`config.mk`:
```
export PLATFORM = sky130hd
export DESIGN_NAME = sevenseg_scan_driver
export DESIGN_NICKNAME = d
export VERILOG_FILES = /design/src/rtl/sevenseg_scan_driver.sv
export SDC_FILE = /design/constraint.sdc
export NUM_CORES = 1
export LEC_CHECK = 0
export BUFFER_PORTS_ARGS = -buffer_cell sky130_fd_sc_hd__buf_2
export CAP_MARGIN = 10
export CORE_MARGIN = 5
export CORE_UTILIZATION = 60
export CTS_CLUSTER_DIAMETER = 200
export CTS_CLUSTER_SIZE = 12
export DETAILED_ROUTE_END_ITERATION = 10
export GPL_TIMING_DRIVEN = 0
export HOLD_SLACK_MARGIN = 0.08
export PLACE_DENSITY = 0.81
export RECOVER_POWER = 25
export SLEW_MARGIN = 5
export SYNTH_ARGS = -nofsm -noshare
export SYNTH_HDL_FRONTEND = slang
export SYNTH_SLANG_ARGS = --single-unit
```
`constraint.sdc`:
```
create_clock -name clk -period 7.9 [get_ports clk]
set_input_delay 0 -clock clk [delete_from_list [all_inputs] [get_ports clk]]
set_output_delay 0 -clock clk [all_outputs]
set_load 0.005 [all_outputs]
```
`src/rtl/sevenseg_scan_driver.sv`:
```
// Multiplexed N-digit seven-segment scanner; frames are committed only at the scan wrap.
// Define SEVSEG_BLINK_EN to add the wr_blink mask port and the blink counter.
module sevenseg_scan_driver #(
    parameter int NUM_DIGITS  = 4,
    parameter int DIV_LOG2    = 14,
    parameter bit SEG_ACT_LOW = 1'b1,
    parameter bit AN_ACT_LOW  = 1'b1,
    parameter int BLINK_LOG2  = 24
) (
    input  logic                      clk,
    input  logic                      reset,
    input  logic                      wr_valid,
    output logic                      wr_ready,
    input  logic                      wr_mode,
    input  logic [7*NUM_DIGITS-1:0]   wr_pattern,
    input  logic [4*NUM_DIGITS-1:0]   wr_nibble,
    input  logic [NUM_DIGITS-1:0]     wr_blank,
    input  logic                      wr_lzs,
`ifdef SEVSEG_BLINK_EN
    input  logic [NUM_DIGITS-1:0]     wr_blink,
`endif
    output logic [6:0]                seg,
    output logic [NUM_DIGITS-1:0]     anode_en,
    output logic                      frame_start
);

    localparam int IDX_W = (NUM_DIGITS > 1) ? $clog2(NUM_DIGITS) : 1;
    localparam logic [IDX_W-1:0] LAST_IDX = IDX_W'(NUM_DIGITS - 1);
    localparam logic [6:0] DASH = 7'b1000000;
    localparam logic [6:0] SEG_OFF = {7{SEG_ACT_LOW}};
    localparam logic [NUM_DIGITS-1:0] AN_OFF = {NUM_DIGITS{AN_ACT_LOW}};

    if (DIV_LOG2 < 1 || BLINK_LOG2 < 1 || NUM_DIGITS < 1) begin : g_bad_params
        $error("sevenseg_scan_driver: DIV_LOG2, BLINK_LOG2 and NUM_DIGITS must be >= 1");
    end

    typedef struct packed {
        logic                    mode;
        logic [7*NUM_DIGITS-1:0] pattern;
        logic [4*NUM_DIGITS-1:0] nibble;
        logic [NUM_DIGITS-1:0]   blank;
        logic                    lzs;
        logic [NUM_DIGITS-1:0]   blink;
    } frame_t;

    localparam frame_t DASH_FRAME = '{mode: 1'b0, pattern: {NUM_DIGITS{DASH}}, nibble: '0,
                                      blank: '0, lzs: 1'b0, blink: '0};

    function automatic logic [6:0] hex_glyph(input logic [3:0] n);
        case (n)
            4'h0: hex_glyph = 7'b0111111;
            4'h1: hex_glyph = 7'b0000110;
            4'h2: hex_glyph = 7'b1011011;
            4'h3: hex_glyph = 7'b1001111;
            4'h4: hex_glyph = 7'b1100110;
            4'h5: hex_glyph = 7'b1101101;
            4'h6: hex_glyph = 7'b1111101;
            4'h7: hex_glyph = 7'b0000111;
            4'h8: hex_glyph = 7'b1111111;
            4'h9: hex_glyph = 7'b1101111;
            4'hA: hex_glyph = 7'b1110111;
            4'hB: hex_glyph = 7'b1111100;
            4'hC: hex_glyph = 7'b0111001;
            4'hD: hex_glyph = 7'b1011110;
            4'hE: hex_glyph = 7'b1111001;
            default: hex_glyph = 7'b1110001;
        endcase
    endfunction

    logic [DIV_LOG2-1:0]   presc;
    logic [IDX_W-1:0]      idx, idx_n;
    logic                  tick, wrap, take, commit, pend_full;
    logic                  blink_phase, dark, zero_above;
    frame_t                pend, act, act_n, in_frame;
    logic [NUM_DIGITS-1:0] sup, an_l;
    logic [6:0]            seg_l;

    assign tick     = (presc == '1);
    assign wrap     = tick && (idx == LAST_IDX);
    assign idx_n    = !tick ? idx : (idx == LAST_IDX) ? '0 : idx + 1'b1;
    assign wr_ready = !pend_full;
    assign take     = wr_valid && !pend_full;
    // A frame captured on the wrap tick itself is not yet pending, so it waits a full frame.
    assign commit   = wrap && pend_full;
    assign act_n    = commit ? pend : act;

    always_comb begin
        in_frame.mode    = wr_mode;
        in_frame.pattern = wr_pattern;
        in_frame.nibble  = wr_nibble;
        in_frame.blank   = wr_blank;
        in_frame.lzs     = wr_lzs;
`ifdef SEVSEG_BLINK_EN
        in_frame.blink   = wr_blink;
`else
        in_frame.blink   = '0;
`endif
    end

`ifdef SEVSEG_BLINK_EN
    logic [BLINK_LOG2:0] blink_cnt, blink_cnt_n;
    assign blink_cnt_n = blink_cnt + 1'b1;
    assign blink_phase = blink_cnt_n[BLINK_LOG2];

    always_ff @(posedge clk or posedge reset) begin
        if (reset) blink_cnt <= '0;
        else       blink_cnt <= blink_cnt_n;
    end
`else
    assign blink_phase = 1'b0;
`endif

    // Digit j is a suppressed leading zero when nibbles j..top are all zero; digit 0 always shows.
    always_comb begin
        zero_above = 1'b1;
        sup = '0;
        for (int j = NUM_DIGITS - 1; j >= 0; j--) begin
            zero_above = zero_above && (act_n.nibble[4*j +: 4] == 4'd0);
            sup[j] = act_n.mode && act_n.lzs && (j != 0) && zero_above;
        end
    end

    always_comb begin
        dark  = act_n.blank[idx_n] || sup[idx_n] || (blink_phase && act_n.blink[idx_n]);
        seg_l = '0;
        an_l  = '0;
        if (!dark) begin
            seg_l = act_n.mode ? hex_glyph(act_n.nibble[4*idx_n +: 4]) : act_n.pattern[7*idx_n +: 7];
            an_l[idx_n] = 1'b1;
        end
    end

    // Outputs are built from next-state index and frame so they land together one cycle after tick.
    always_ff @(posedge clk or posedge reset) begin
        if (reset) begin
            presc       <= '0;
            idx         <= '0;
            pend_full   <= 1'b0;
            pend        <= DASH_FRAME;
            act         <= DASH_FRAME;
            seg         <= SEG_OFF;
            anode_en    <= AN_OFF;
            frame_start <= 1'b0;
        end else begin
            presc       <= presc + 1'b1;
            idx         <= idx_n;
            seg         <= seg_l ^ SEG_OFF;
            anode_en    <= an_l ^ AN_OFF;
            frame_start <= wrap;
            if (commit) begin
                act       <= pend;
                pend_full <= 1'b0;
            end
            if (take) begin
                pend      <= in_frame;
                pend_full <= 1'b1;
            end
        end
    end

endmodule

```
### Word level (Yosys, flattened, before mapping)

Memory sizes are Yosys's and may differ from the RTL's.
Cells that the tools add are included.

* bits in writable memories: 0
* latch bits: 0
* bits in registers: 129
* memory bits (read-only): 112
* input bits: 53
* memories kept: 1
* word-level logic and storage cells: 58
* output and inout bits: 13

* div/mod/pow operators: 0
* muxes and demuxes: 14
* reductions and logical operators: 16
* shifts and indexed selects: 2
* multiply operators: 1
* magnitude comparators: 2
* add/sub/neg operators: 2
* bitwise logic cells: 2
* eq/ne operators: 2

Memory list
* (name not given): depth 16, bits a word 7, rd ports 1, clocked after Yosys merged registers in 0, wr ports 0, line 50 `case (n)`

Operators by type and width (count)
* $mux 54: 1
* $shiftx 28x6->7: 1
* $shiftx 16x5->4: 1
* $add 14x1->14 const B: 1
* $eq 14x14->1 const B: 1
* $mux 7: 2
* $logic_not 4->1: 3
* $logic_and 1x1->1: 10
* $not 7->7: 1
* $mul 3x2->5 const A: 1
* $mux 1: 5
* $bmux 1 s2: 2
* $mux 2: 2
* $mux 4: 1
* $not 4->4: 1
* $lt 2x3->1 const B: 1
* $add 2x1->2 const B: 1
* $demux 1 s2: 1
* $eq 2x2->1 const B: 1
* $ge 2x1->1 const B: 1
* $reduce_bool 2->1: 1
* $logic_not 1->1: 1
* $logic_or 1x1->1: 1

### Longest topological paths before layout

* depth in word-level cells: 13
* mapped depth: 15
* depth with buffers taken out: 13

### Least setup slack after synthesis

OpenSTA, ideal clock, no wires.

* path kind: register to register
* from: reg presc[0]
* to: reg seg[0]
* data required time: 7.802 ns
* library setup time: 0.098 ns
* path slack: 4.610 ns
* clock period less this slack: 3.290 ns
* buffers on the path: 0
* stages on the path, launching flop included: 12
* arrival: 3.192 ns
* cells stage by stage: dfrtp_1 -> ha_1 -> nand4_2 -> nor4_4 -> mux2i_2 -> mux2_4 -> mux2i_4 -> ha_1 -> mux2i_1 -> a211oi_1 -> a31oi_1 -> o311ai_1

* word-level cells in the longest chain between the ends: 13
* elaborated cells between the ends (all ways): 26
* classes of those cells: mul: 1; eq/ne: 1; shift: 2; mux: 8; bitwise: 1; reduce/logical: 12; memory: 1

RTL lines
* start, declared: line 70 `logic [DIV_LOG2-1:0] presc;`
* start signal, assigned: line 145 `presc <= presc + 1'b1;`
* $eq 14x14->1 *: line 78 `assign tick = (presc == '1);`
* parallel branches: the longest is 10 deep, another holds $mul 3x2->5
* $mux 7 *: line 127 `if (!dark) begin`
* $not 7->7 (no line) *
* end signal, assigned: line 147 `seg <= seg_l ^ SEG_OFF;`
* end, declared: line 22 `output logic [6:0] seg,`

Every way passes the cells marked *. The select of a mux whose other input is x is not followed.
A chain may end at the register's enable or synchronous reset.

### Worst setup path in the final report

Same ends and word-level chain as after synthesis.

==> summary.md <==
| Metric | Value |
|---|---|
| Post-CTS Setup Bufs | 0 |
| Multi-input logic area | 2620 µm² |
| Clock power share | 49.5% |
| IR drop worst, VDD | 0.285 mV |
| Post-DP HPWL | 9.85 mm |
| Reg-to-reg endpoint | seg[0]$_DFF_PP1_ |
| Power per Cell Area | 205 nW/µm² |
| Leakage | 3.67 nW |
| Sw power | 0.349 mW |
| Max-cap viol count | 0 |
| Final ANT Viol Nets | 0 |
| Commonest non-fill, non-tap cell in the layout | dfrtp_1 |
| Main combinational cell family by area after synthesis | multiplexers |
| DIE AREA | 12200 µm² |
| Setup slack, reg-to-reg | 3780 ps |
| Post-Synth XOR/XNOR Area | 1.87% |
| Slew headroom | 10.3% |
| Row Count | 36 |
| Unrepaired setup endpoints after global routing | no |
| RR Startpoint | presc[0]$_DFF_PP0_ |
| Reg power frac | 45.3% |
| Distinct cells, synth | 57 |
| Synth Register Bits | 129 |
| Initial DRC count | 319 |
| Worst Setup End Kind | flop |
| Average wire per standard cell | 19.3 µm |
| Switch share | 22.1% |
| Vias in the first global route | 4977 |
| Total power | 1.58 mW |
| CTS tree | done |
| Synth Instances | 542 |
| Final setup vio count | 0 |
| PortBufs | 65 |
| Mean post-synth cell area | 11.2 µm² |
| Sequential cell area | 3250 µm² |
| Fin nets | 741 |
| Top FF cell, synth | dfrtp_1 |
| Simple-gate portion of the synthesized area | 14.2% |
| Worst setup path category | flop to flop |
| Startpoint types | flop |
| DIE WIDTH | 111 µm |
| Area growth syn-to-layout | 26.7% |
| Crit Path Max Fanout | 9 |
| Final setup margin | 3780 ps |
| Max Root-Sink Buffers | 2 |
| Core area | 9820 µm² |
| GP Congestion | 0.928 |
| Largest net degree at the start of global routing | 103 |
| Htree depth | 4 |
| # DRC | 0 |
| CTS Buf Count | 17 |
| Logic pwr share | 5.1% |
| Crit path DAT | 4570 ps |
| Share of the synthesized area in the top cell type | 45.3% |
| Final WL | 15.9 mm |
| Ys async rst share | 100% |
| Min-delay src | wr_nibble[10] |
| DR pass1 iterations | 5 |
| Post-Synth Adder-Cell Area | 1.65% |
| Post-synth EDFFs | 0 |
| Worst-skew pair later-pin latency | 550 ps |
| Most frequent cells in the layout | dfrtp_1, nand2_1, mux2_2, buf_2, dlygate4sd3_1 |
| Clock-pin slew on the worst setup and hold paths | 60 ps |
| Fin cells | 826 |
| CP Data Required Time | 8350 ps |
| Syn_nets | 603 |
| Seq/Total Area, Yosys | 53.5% |
| Io pins | 66 |
| Skew final | 14.0 ps |
| Remaining global-route overflow | 0 |
| # clock sinks | 129 |
| Vias | 4785 |
| Tcrit/Tclk final | 52.1% |
| Worst hold path class | primary input to flop |
| First-pass GRT wire length | 26.2 mm |
| Mux contribution to synthesized area | 18.7% |
| Crit path time final | 4120 ps |
| Hold_buf cts | 53 |
| Post-CTS sizing | 0 |
| Die Y | 111 µm |
| Worst-margin pin slew | 1340 ps |
| Total GRT Usage | 27.5% |
| DR vias/cell | 5.79 |
| Diodes inserted | 0 |
| Hold Crit Depth | 4 |
| FILL cells | 601 |
| Final hold vios | 0 |
| Clock root buffer master | clkbuf_8 |
| Status | finished clean |
| Initial antenna violation count | 0 |
| Layout cell share with drive strength beyond 1 | 28.4% |
| Pre-CTS WS | 3990 ps |
| WHS Endpoint | pend[19]$_DFFE_PP0P_ |
| Mapped cell area | 6080 µm² |
| R2R cell count | 11 |
| Yosys top cell by area | dfrtp_1 |
| Final TNS setup | 0 ps |
| Max-slew violations | 0 |
| Initial Util | 61.9% |
| Fmax | 243 MHz |
| YS warnings | 0 |
| Compound-cell area share of the yosys netlist | 6.75% |
| Int Pwr | 1.23 mW |
| Worst Hold Margin | 205 ps |
| Synth area leaders | dfrtp_1, mux2_2, dfstp_2 |
| Cells after DPL | 741 |
-- critical path: stages (launching register included) --
cell,delay [ps]
dfrtp_1,400
ha_1,250
nand4_1,240
nor4_4,750
mux2i_2,710
mux2_4,370
mux2i_4,210
ha_1,360
mux2i_1,120
a211oi_1,260
a31oi_1,60
o311ai_1,280
-- power by group through the flow --
stage	sequential, mW	combinational, mW	clock [mW]
floorplan	0.717	0.0380	0
global placement	0.725	0.0545	0
detailed placement	0.726	0.0599	0
CTS	0.716	0.0811	0.783
global route	0.719	0.0906	0.814
finish	0.717	0.0814	0.783
-- metrics by stage --
stage | util (%) | instance area (µm²)
3_3_place_gp | 66.9 | 6570
2_1_floorplan | - | 6080
6_report | 78.4 | 7700
3_5_place_dp | 67.2 | 6600
5_1_grt | 78.4 | 7700
4_1_cts | 78.6 | 7720
-- area by class of cell --
class | count | share of cell area [%]
inverter | 23 | 1.14
sequential | 129 | 42.2
clock buffer | 22 | 6.27
clock inverter | 10 | 1.38
timing repair buffer | 119 | 11.3
buffer | 27 | 1.49
tap | 133 | 2.16
multi-input combinational | 363 | 34.0
-- cell families (layout without fill, tap and decap cells) --
family,after synthesis,in the layout
mux,100,100
compound gates,57,57
fa+ha+maj,8,8
buf+inv,50,201
simple gates,185,185
flops,129,129
xor+xnor,13,13
-- registers in the layout, indices dropped and copies added, names as in the netlist --
| register | count |
|---|---|
| frame_start | 1 |
| seg | 7 |
| pend | 50 |
| act | 50 |
| idx | 2 |
| pend_full | 1 |
| presc | 14 |
| anode_en | 4 |
-- routing by layer --
layer / vias up / global-route usage, % / wire length [µm]
li1: 2174 / - / -
met4: 0 / 12.6 / 529
met5: - / 0 / 0
met1: 2366 / 35.0 / 6580
met2: 195 / 44.4 / 7890
met3: 50 / 6.77 / 942
-- cell usage after synthesis, drive strengths merged (4+ instances only) --
cell type / instances
a211oi: 7
a21oi: 5
a31oi: 5
and3: 5
buf: 10
clkbuf: 17
dfrtp: 110
dfstp: 19
ha: 8
inv: 22
mux2: 71
mux2i: 28
nand2: 102
nand3: 23
nand4: 5
nor2: 17
nor3: 10
nor4: 4
o211ai: 14
o21ai: 10
xnor2: 9
xor2: 4
-- worst max-delay path by stage --
stage                        from           endpoint  slack [ps]
6_report       presc[0]$_DFF_PP0_   seg[0]$_DFF_PP1_        3780
2_1_floorplan               reset  act[10]$_DFF_PP0_        4490
3_3_place_gp                reset  act[46]$_DFF_PP0_        3280
3_5_place_dp   presc[0]$_DFF_PP0_   seg[0]$_DFF_PP1_        3990
4_1_cts        presc[0]$_DFF_PP0_   seg[0]$_DFF_PP1_        3950
5_1_grt        presc[0]$_DFF_PP0_   seg[0]$_DFF_PP1_        3580
Power figures use the tool's default switching activity.
